**src/rtl/uart_core_param.sv**
```systemverilog
// Full-duplex UART core: baud-timed TX/RX state machines, runtime parity,
// and a first-word fall-through receive FIFO with error pulses.
module uart_core_param #(
   parameter int CLKS_PER_BIT = 434,
   parameter int DATA_W       = 8,
   parameter int STOP_BITS    = 1,
   parameter int FIFO_DEPTH   = 16
) (
   input  logic              clk,
   input  logic              rst,
   input  logic              parity_en,
   input  logic              parity_kind,
   input  logic              rxd,
   input  logic [DATA_W-1:0] tx_data,
   input  logic              tx_valid,
   output logic              tx_ready,
   output logic              txd,
   output logic              tx_busy,
   output logic [DATA_W-1:0] rx_data,
   output logic              rx_valid,
   input  logic              rx_ready,
   output logic              rx_parity_err,
   output logic              rx_frame_err,
   output logic              rx_overflow
);

   localparam int CNT_W = $clog2(CLKS_PER_BIT);
   localparam int AW    = $clog2(FIFO_DEPTH);
   localparam logic [CNT_W-1:0] BIT_LAST  = CNT_W'(CLKS_PER_BIT - 1);
   localparam logic [CNT_W-1:0] HALF_LAST = CNT_W'(CLKS_PER_BIT / 2 - 1);
   localparam logic [2:0]       DATA_LAST = 3'(DATA_W - 1);
   localparam logic             STOP_LAST = (STOP_BITS == 2);
   localparam logic [AW:0]      FULL_CNT  = (AW + 1)'(FIFO_DEPTH);

   localparam logic [2:0] S_IDLE   = 3'd0;
   localparam logic [2:0] S_START  = 3'd1;
   localparam logic [2:0] S_DATA   = 3'd2;
   localparam logic [2:0] S_PARITY = 3'd3;
   localparam logic [2:0] S_STOP   = 3'd4;

   function automatic logic parity_of(input logic [DATA_W-1:0] d, input logic kind);
      return (^d) ^ kind;
   endfunction

   logic [2:0]        tx_state;
   logic [CNT_W-1:0]  tx_cnt;
   logic [2:0]        tx_idx;
   logic              tx_sidx;
   logic [DATA_W-1:0] tx_shift;
   logic              tx_par;
   logic              tx_pen;
   logic              tx_tick;
   logic              tx_accept;

   assign tx_ready  = (tx_state == S_IDLE);
   assign tx_busy   = ~tx_ready;
   assign tx_tick   = (tx_cnt == BIT_LAST);
   assign tx_accept = tx_ready & tx_valid;

   always_ff @(posedge clk) begin
      if (rst) begin
         tx_state <= S_IDLE;
         txd      <= 1'b1;
         tx_cnt   <= '0;
         tx_idx   <= '0;
         tx_sidx  <= 1'b0;
      end else if (tx_state == S_IDLE) begin
         if (tx_valid) begin
            tx_state <= S_START;
            txd      <= 1'b0;
            tx_cnt   <= '0;
            tx_idx   <= '0;
         end
      end else begin
         tx_cnt <= tx_tick ? '0 : tx_cnt + 1'b1;
         if (tx_tick) begin
            case (tx_state)
               S_START: begin
                  tx_state <= S_DATA;
                  txd      <= tx_shift[0];
               end
               S_DATA: begin
                  if (tx_idx == DATA_LAST) begin
                     tx_sidx  <= 1'b0;
                     tx_state <= tx_pen ? S_PARITY : S_STOP;
                     txd      <= tx_pen ? tx_par : 1'b1;
                  end else begin
                     tx_idx <= tx_idx + 1'b1;
                     txd    <= tx_shift[0];
                  end
               end
               S_PARITY: begin
                  tx_state <= S_STOP;
                  txd      <= 1'b1;
               end
               S_STOP: begin
                  if (tx_sidx == STOP_LAST) tx_state <= S_IDLE;
                  else                      tx_sidx  <= 1'b1;
               end
               default: tx_state <= S_IDLE;
            endcase
         end
      end
   end

   // Frame contents and parity settings are captured once at accept.
   always_ff @(posedge clk) begin
      if (tx_accept) begin
         tx_shift <= tx_data;
         tx_par   <= parity_of(tx_data, parity_kind);
         tx_pen   <= parity_en;
      end else if (tx_tick && (tx_state == S_START || tx_state == S_DATA)) begin
         tx_shift <= tx_shift >> 1;
      end
   end

   logic              rxd_p0, rxd_p1, rxd_p2;
   logic [2:0]        rx_state;
   logic [CNT_W-1:0]  rx_cnt;
   logic [2:0]        rx_idx;
   logic [DATA_W-1:0] rx_shift;
   logic              rx_par, rx_pen, rx_kind;
   logic              rx_tick, rx_half, rx_edge, stop_hit, par_bad;
   logic              push, pop, full;
   logic [AW-1:0]     wptr, rptr;
   logic [AW:0]       count;
   logic [DATA_W-1:0] mem [FIFO_DEPTH];

   assign rx_tick  = (rx_cnt == BIT_LAST);
   assign rx_half  = (rx_cnt == HALF_LAST);
   assign rx_edge  = rxd_p2 & ~rxd_p1;
   assign stop_hit = (rx_state == S_STOP) & rx_tick;
   assign par_bad  = rx_pen & (rx_par ^ parity_of(rx_shift, rx_kind));
   assign full     = (count == FULL_CNT);
   assign pop      = rx_valid & rx_ready;
   assign push     = stop_hit & rxd_p1 & ~par_bad & (~full | pop);

   // The synchronizer presets high so reset never manufactures a start edge.
   always_ff @(posedge clk) begin
      if (rst) begin
         rxd_p0        <= 1'b1;
         rxd_p1        <= 1'b1;
         rxd_p2        <= 1'b1;
         rx_state      <= S_IDLE;
         rx_cnt        <= '0;
         rx_idx        <= '0;
         rx_frame_err  <= 1'b0;
         rx_parity_err <= 1'b0;
         rx_overflow   <= 1'b0;
      end else begin
         rxd_p0        <= rxd;
         rxd_p1        <= rxd_p0;
         rxd_p2        <= rxd_p1;
         rx_frame_err  <= stop_hit & ~rxd_p1;
         rx_parity_err <= stop_hit & rxd_p1 & par_bad;
         rx_overflow   <= stop_hit & rxd_p1 & ~par_bad & full & ~pop;
         case (rx_state)
            S_IDLE: begin
               rx_cnt <= '0;
               if (rx_edge) rx_state <= S_START;
            end
            S_START: begin
               if (rx_half) begin
                  rx_cnt   <= '0;
                  rx_idx   <= '0;
                  rx_state <= rxd_p1 ? S_IDLE : S_DATA;
               end else begin
                  rx_cnt <= rx_cnt + 1'b1;
               end
            end
            S_DATA, S_PARITY, S_STOP: begin
               rx_cnt <= rx_tick ? '0 : rx_cnt + 1'b1;
               if (rx_tick) begin
                  if (rx_state == S_DATA) begin
                     if (rx_idx == DATA_LAST) rx_state <= rx_pen ? S_PARITY : S_STOP;
                     else                     rx_idx   <= rx_idx + 1'b1;
                  end else if (rx_state == S_PARITY) begin
                     rx_state <= S_STOP;
                  end else begin
                     rx_state <= S_IDLE;
                  end
               end
            end
            default: rx_state <= S_IDLE;
         endcase
      end
   end

   always_ff @(posedge clk) begin
      if (rx_state == S_IDLE && rx_edge) begin
         rx_pen  <= parity_en;
         rx_kind <= parity_kind;
      end
      if (rx_tick && rx_state == S_DATA)   rx_shift <= {rxd_p1, rx_shift[DATA_W-1:1]};
      if (rx_tick && rx_state == S_PARITY) rx_par   <= rxd_p1;
   end

   always_ff @(posedge clk) begin
      if (rst) begin
         wptr  <= '0;
         rptr  <= '0;
         count <= '0;
      end else begin
         if (push) wptr <= wptr + 1'b1;
         if (pop)  rptr <= rptr + 1'b1;
         case ({push, pop})
            2'b10:   count <= count + 1'b1;
            2'b01:   count <= count - 1'b1;
            default: count <= count;
         endcase
      end
   end

   always_ff @(posedge clk) begin
      if (push) mem[wptr] <= rx_shift;
   end

   assign rx_data  = mem[rptr];
   assign rx_valid = (count != '0);

endmodule

```
**config.mk**
```make
export PLATFORM = sky130hd
export DESIGN_NAME = uart_core_param
export DESIGN_NICKNAME = d
export VERILOG_FILES = /design/src/rtl/uart_core_param.sv
export SDC_FILE = /design/constraint.sdc
export NUM_CORES = 1
export LEC_CHECK = 0
export ABC_CLOCK_PERIOD_IN_PS = 3100
export CAP_MARGIN = 20
export CORE_MARGIN = 10
export CORE_UTILIZATION = 25
export CTS_BUF_LIST = sky130_fd_sc_hd__clkbuf_4 sky130_fd_sc_hd__clkbuf_8
export DETAILED_ROUTE_END_ITERATION = 8
export PLACE_DENSITY_LB_ADDON = 0.12
export SYNTH_ARGS = -nofsm -noshare
export SYNTH_HDL_FRONTEND = slang
export SYNTH_SLANG_ARGS = --single-unit
export TNS_END_PERCENT = 10
```
**constraint.sdc**
```tcl
create_clock -name clk -period 3.1 [get_ports clk]
set_clock_uncertainty 0.05 [all_clocks]
set_input_delay 0.31 -clock clk [delete_from_list [all_inputs] [get_ports clk]]
set_output_delay 0.31 -clock clk [all_outputs]
set_load 0.03 [all_outputs]
```
==> results.txt, run 1 <==
* Total power per unit cell area: 545 nW/µm²
- Portion of the post-synthesis area used by sequential elements: 0.643
* Critical Path AT: 3350 ps
- For this block, the initial DRC count from the detailed router was 268.
- By startpoint and endpoint, the worst setup path is classified as reg2reg.
- Outcome: finished clean
- Total wirelength of the detailed-routed design: 18,700 µm
- Wirelength per Cell: 16.1 µm
- For the pin with the worst max-slew slack, the measured transition is 686 ps.
* Buffers added on ports: 29
- Post-CTS Setup Inserts: 0
- Sequence of cells on the critical path: xnor2_1, xnor3_2, xnor2_4, a21oi_4, nor2_2, xor2_1, ha_2, or3_1, a21oi_1, nand2_1, mux2_4, mux2_4
- Hold timing on the final database bottoms out at a slack of 90.9 ps.
* Detail Placement HPWL: 12,600 µm
* CTS buffer count: 39
- TritonRoute pass-1 iters: 4
- The floorplan step defined a die boundary enclosing 42,400 µm².
- Max Fanout on Critical Path: 4
* Remaining antenna violation count: 0
- From bottom edge to top edge, the die measures 206 µm.
- The netlist uses 58 different library cells.
- Setup violations remaining at the end of the flow were counted as 0.
- For this run, the leading register cell type out of synthesis is sky130_fd_sc_hd__edfxtp_1.
- In the final layout, the share of cells above drive strength 1 is 0.261.
- Clock Root Buffer: sky130_fd_sc_hd__clkbuf_8
- Drc violations: 0
- Yosys printed 0 warnings.
* Achievable frequency: 0.333 GHz
* Width of the die: 206 µm
- Net count after synthesis: 624
- Post-Synthesis Cell Area: 8640 µm²
- The most numerous cell type found on the critical path is sky130_fd_sc_hd__mux2_4.
- Routability-driven placement finished with a final weighted congestion of 0.766.
* Pins over their slew limit: 0
- The first global-routing pass estimated 30,200 µm of wire.
- After the last flow step, the layout net total stands at 709.
* Crit path launch type: register
- Family with the most delay on the worst path: XOR/XNOR gates
- TritonCTS built the clock tree.
- Synthesis inferred 203 register bits.
- Final critical path time including I/O delays and setup: 3000 ps
* Mapped Avg Cell Area: 14.6 µm²
- Number of buffers and inverters on the critical path: 0
- The worst pin sits at a relative slew slack of 0.541.
- Clock sink total: 203
- The worst setup path is captured at a register.
* CTS Buffer Depth: 3
- Counting every instance in the synthesized netlist gives 593.
- Dividing the detail-routed via count by the number of cells gives 4.38.
- Worst vdd rail ir drop: 0.000273 V
* Total negative slack for setup checks: 0 ps
* Total overflow reported by the global router: 0
* Endpoint required time on the critical path: 3440 ps
- Clock-pin transition on the worst setup and hold timing paths: 50 ps
- 30 I/O pins were placed.
- The via count of the first global-routing pass is 5,378.
- The initial utilization of the core area, before any placement, comes to 0.252.
- Entering global routing, the biggest net connects 35 pins.
- At the placement stage, the worst setup path has a slack of 51.2 ps.
- Skew-Pair Late Insertion Delay: 520 ps
- Final worst slack: 95.3 ps
- Via count: 5,098
- Crit-path max cell delay: 480 ps
- The tool flagged a number of max-cap violations equal to 0.
- Path class of the lowest-slack min-delay path: in2reg
- Cell type of the slowest stage on the worst timing path: sky130_fd_sc_hd__xnor3_2
- Antenna violations before repair: 0
* Leakage power total: 0.00362 µW
* Number of inserted diodes: 0
* Hold Fails Final Rpt: 0
* GRT Overall Usage: 0.0905
- Period Utilization, post-route: 0.969
- Final core utilization: 0.308
- Setup repair after global routing could not meet its margin everywhere.
- In this run the standard cell core region covers 34,300 µm².
* FFs w/ async S/R, synth: 0
* Number of fill cells in the layout: 3,424
- Area growth, synth to finish: 22.2%
* Number of H-tree levels: 2
* EDFF count, synth: 149
- Row generation in the floorplan step produced 68 rows.
## cell usage in the layout, fill, tap and decap left out, drive strengths merged, types with 17 or more instances in the layout
cell type,netlist,layout
a21oi,30,30
buf,7,47
clkbuf,19,62
clkdlybuf4s50,0,20
dfxtp,54,54
edfxtp,149,149
mux4,40,40
nand2,41,41
nor2,56,56
nor3,17,17
xnor2,18,18
## kinds of logic after synthesis
kind of cell    after synthesis  share of synthesized area
flops                       203                      0.643
simple gates                182                      0.106
compound gates               67                     0.0491
mux                          59                      0.130
buf+inv                      39                     0.0177
xor+xnor                     27                     0.0309
fa+ha+maj                    16                     0.0232
## final cells by class
class,count,area [µm²],share of cell area
tap,455,569,0.0539
timing repair buffer,70,602,0.0570
clock buffer,62,759,0.0720
sequential,203,5560,0.527
inverter,13,48.8,0.00462
multi-input combinational,351,2970,0.281
clock inverter,10,48.8,0.00462
## repair_timing
item,4_1_cts,5_1_grt
endpoints found under the hold margin,0,0
hold buffers,0,0
setup endpoints to repair,3,1
pin swaps,0,0
gates resized for setup,3,3
## through the flow
step / cell area (µm²) / power [µW] / cells
2_1_floorplan: 8660 / 3080 / 593
3_3_place_gp: 9730 / 3140 / 1092
3_5_place_dp: 9730 / 3150 / 1092
4_1_cts: 10500 / 5870 / 1164
5_1_grt: 10600 / 6000 / 1164
6_report: 10600 / 5750 / 1164
## cells in the mapped netlist, types with 3 or more instances
cell type,instances,area (µm²)
sky130_fd_sc_hd__a21oi_1,30,150
sky130_fd_sc_hd__mux2_2,9,101
sky130_fd_sc_hd__nor2_1,56,210
sky130_fd_sc_hd__nor3b_1,3,22.5
sky130_fd_sc_hd__or3_1,5,31.3
sky130_fd_sc_hd__nand3_1,8,40.0
sky130_fd_sc_hd__mux2_4,3,45.0
sky130_fd_sc_hd__and3_1,16,100
sky130_fd_sc_hd__xor2_1,8,70.1
sky130_fd_sc_hd__nand4_1,3,18.8
sky130_fd_sc_hd__o21ai_0,13,65.1
sky130_fd_sc_hd__and2_1,4,25.0
sky130_fd_sc_hd__ha_1,16,200
sky130_fd_sc_hd__inv_1,13,48.8
sky130_fd_sc_hd__nand4b_1,3,26.3
sky130_fd_sc_hd__nor3_1,16,80.1
sky130_fd_sc_hd__dfxtp_1,54,1080
sky130_fd_sc_hd__mux4_2,40,901
sky130_fd_sc_hd__clkbuf_1,19,71.3
sky130_fd_sc_hd__nor2b_1,9,56.3
sky130_fd_sc_hd__mux2i_1,6,60.1
sky130_fd_sc_hd__nand2_1,41,154
sky130_fd_sc_hd__or2_2,3,18.8
sky130_fd_sc_hd__edfxtp_1,149,4470
sky130_fd_sc_hd__buf_2,5,25.0
sky130_fd_sc_hd__nand2b_1,5,31.3
sky130_fd_sc_hd__xnor2_1,16,140
## state kept, by name (all words and copies together) (netlist names), 3 cells and up, named ones only
signal / count
mem: 128
rx_cnt: 9
tx_cnt: 9
rx_shift: 8
tx_shift: 8
count: 5
rptr: 4
wptr: 4
rx_idx: 3
rx_state: 3
tx_idx: 3
tx_state: 3
## final timing paths
| kind | slack [ps] | start | depth (start not counted) | to |
|---|---|---|---|---|
| worst max-delay path | 100 | rx_shift[6] | 12 | count[4] |
| worst min-delay path | 90 | rst | 2 | rx_idx[0] |
| worst max register to register | 100 | rx_shift[6] | 12 | count[4] |
| worst min register to register | 360 | rxd_p0 | 1 | rxd_p1 |
## where the power goes
part           switching, µW  internal (µW)
combinational           85.9           72.9
clock                   1110           1550
sequential              15.6           2910
total                   1210           4540
## routing by layer
metal,part of all wire,global-route usage,vias to the layer above
met5,0,0,-
met4,0.024,0.0339,0
met3,0.042,0.0232,32
met2,0.49,0.150,88
met1,0.45,0.111,2550
li1,-,-,2428
## worst register-to-register path, cell delays in order (launching register included)
cell and delay [ps]:
sky130_fd_sc_hd__edfxtp_1 390, sky130_fd_sc_hd__xnor2_1 170, sky130_fd_sc_hd__xnor3_2 480, sky130_fd_sc_hd__xnor2_4 160, sky130_fd_sc_hd__a21oi_4 170, sky130_fd_sc_hd__nor2_2 70
sky130_fd_sc_hd__xor2_1 140, sky130_fd_sc_hd__ha_2 190, sky130_fd_sc_hd__or3_1 300, sky130_fd_sc_hd__a21oi_1 140, sky130_fd_sc_hd__nand2_1 60, sky130_fd_sc_hd__mux2_4 270
sky130_fd_sc_hd__mux2_4 290
Note: power is estimated with default switching activity, not from simulation.
==> inputs of run 2 (changes only) <==
Settings changed: CAP_MARGIN 20 to 40, TNS_END_PERCENT 10 to unset.
==> results of run 2 <==
Same layout as run 1: the final DEF is identical, and so are final timing and power.
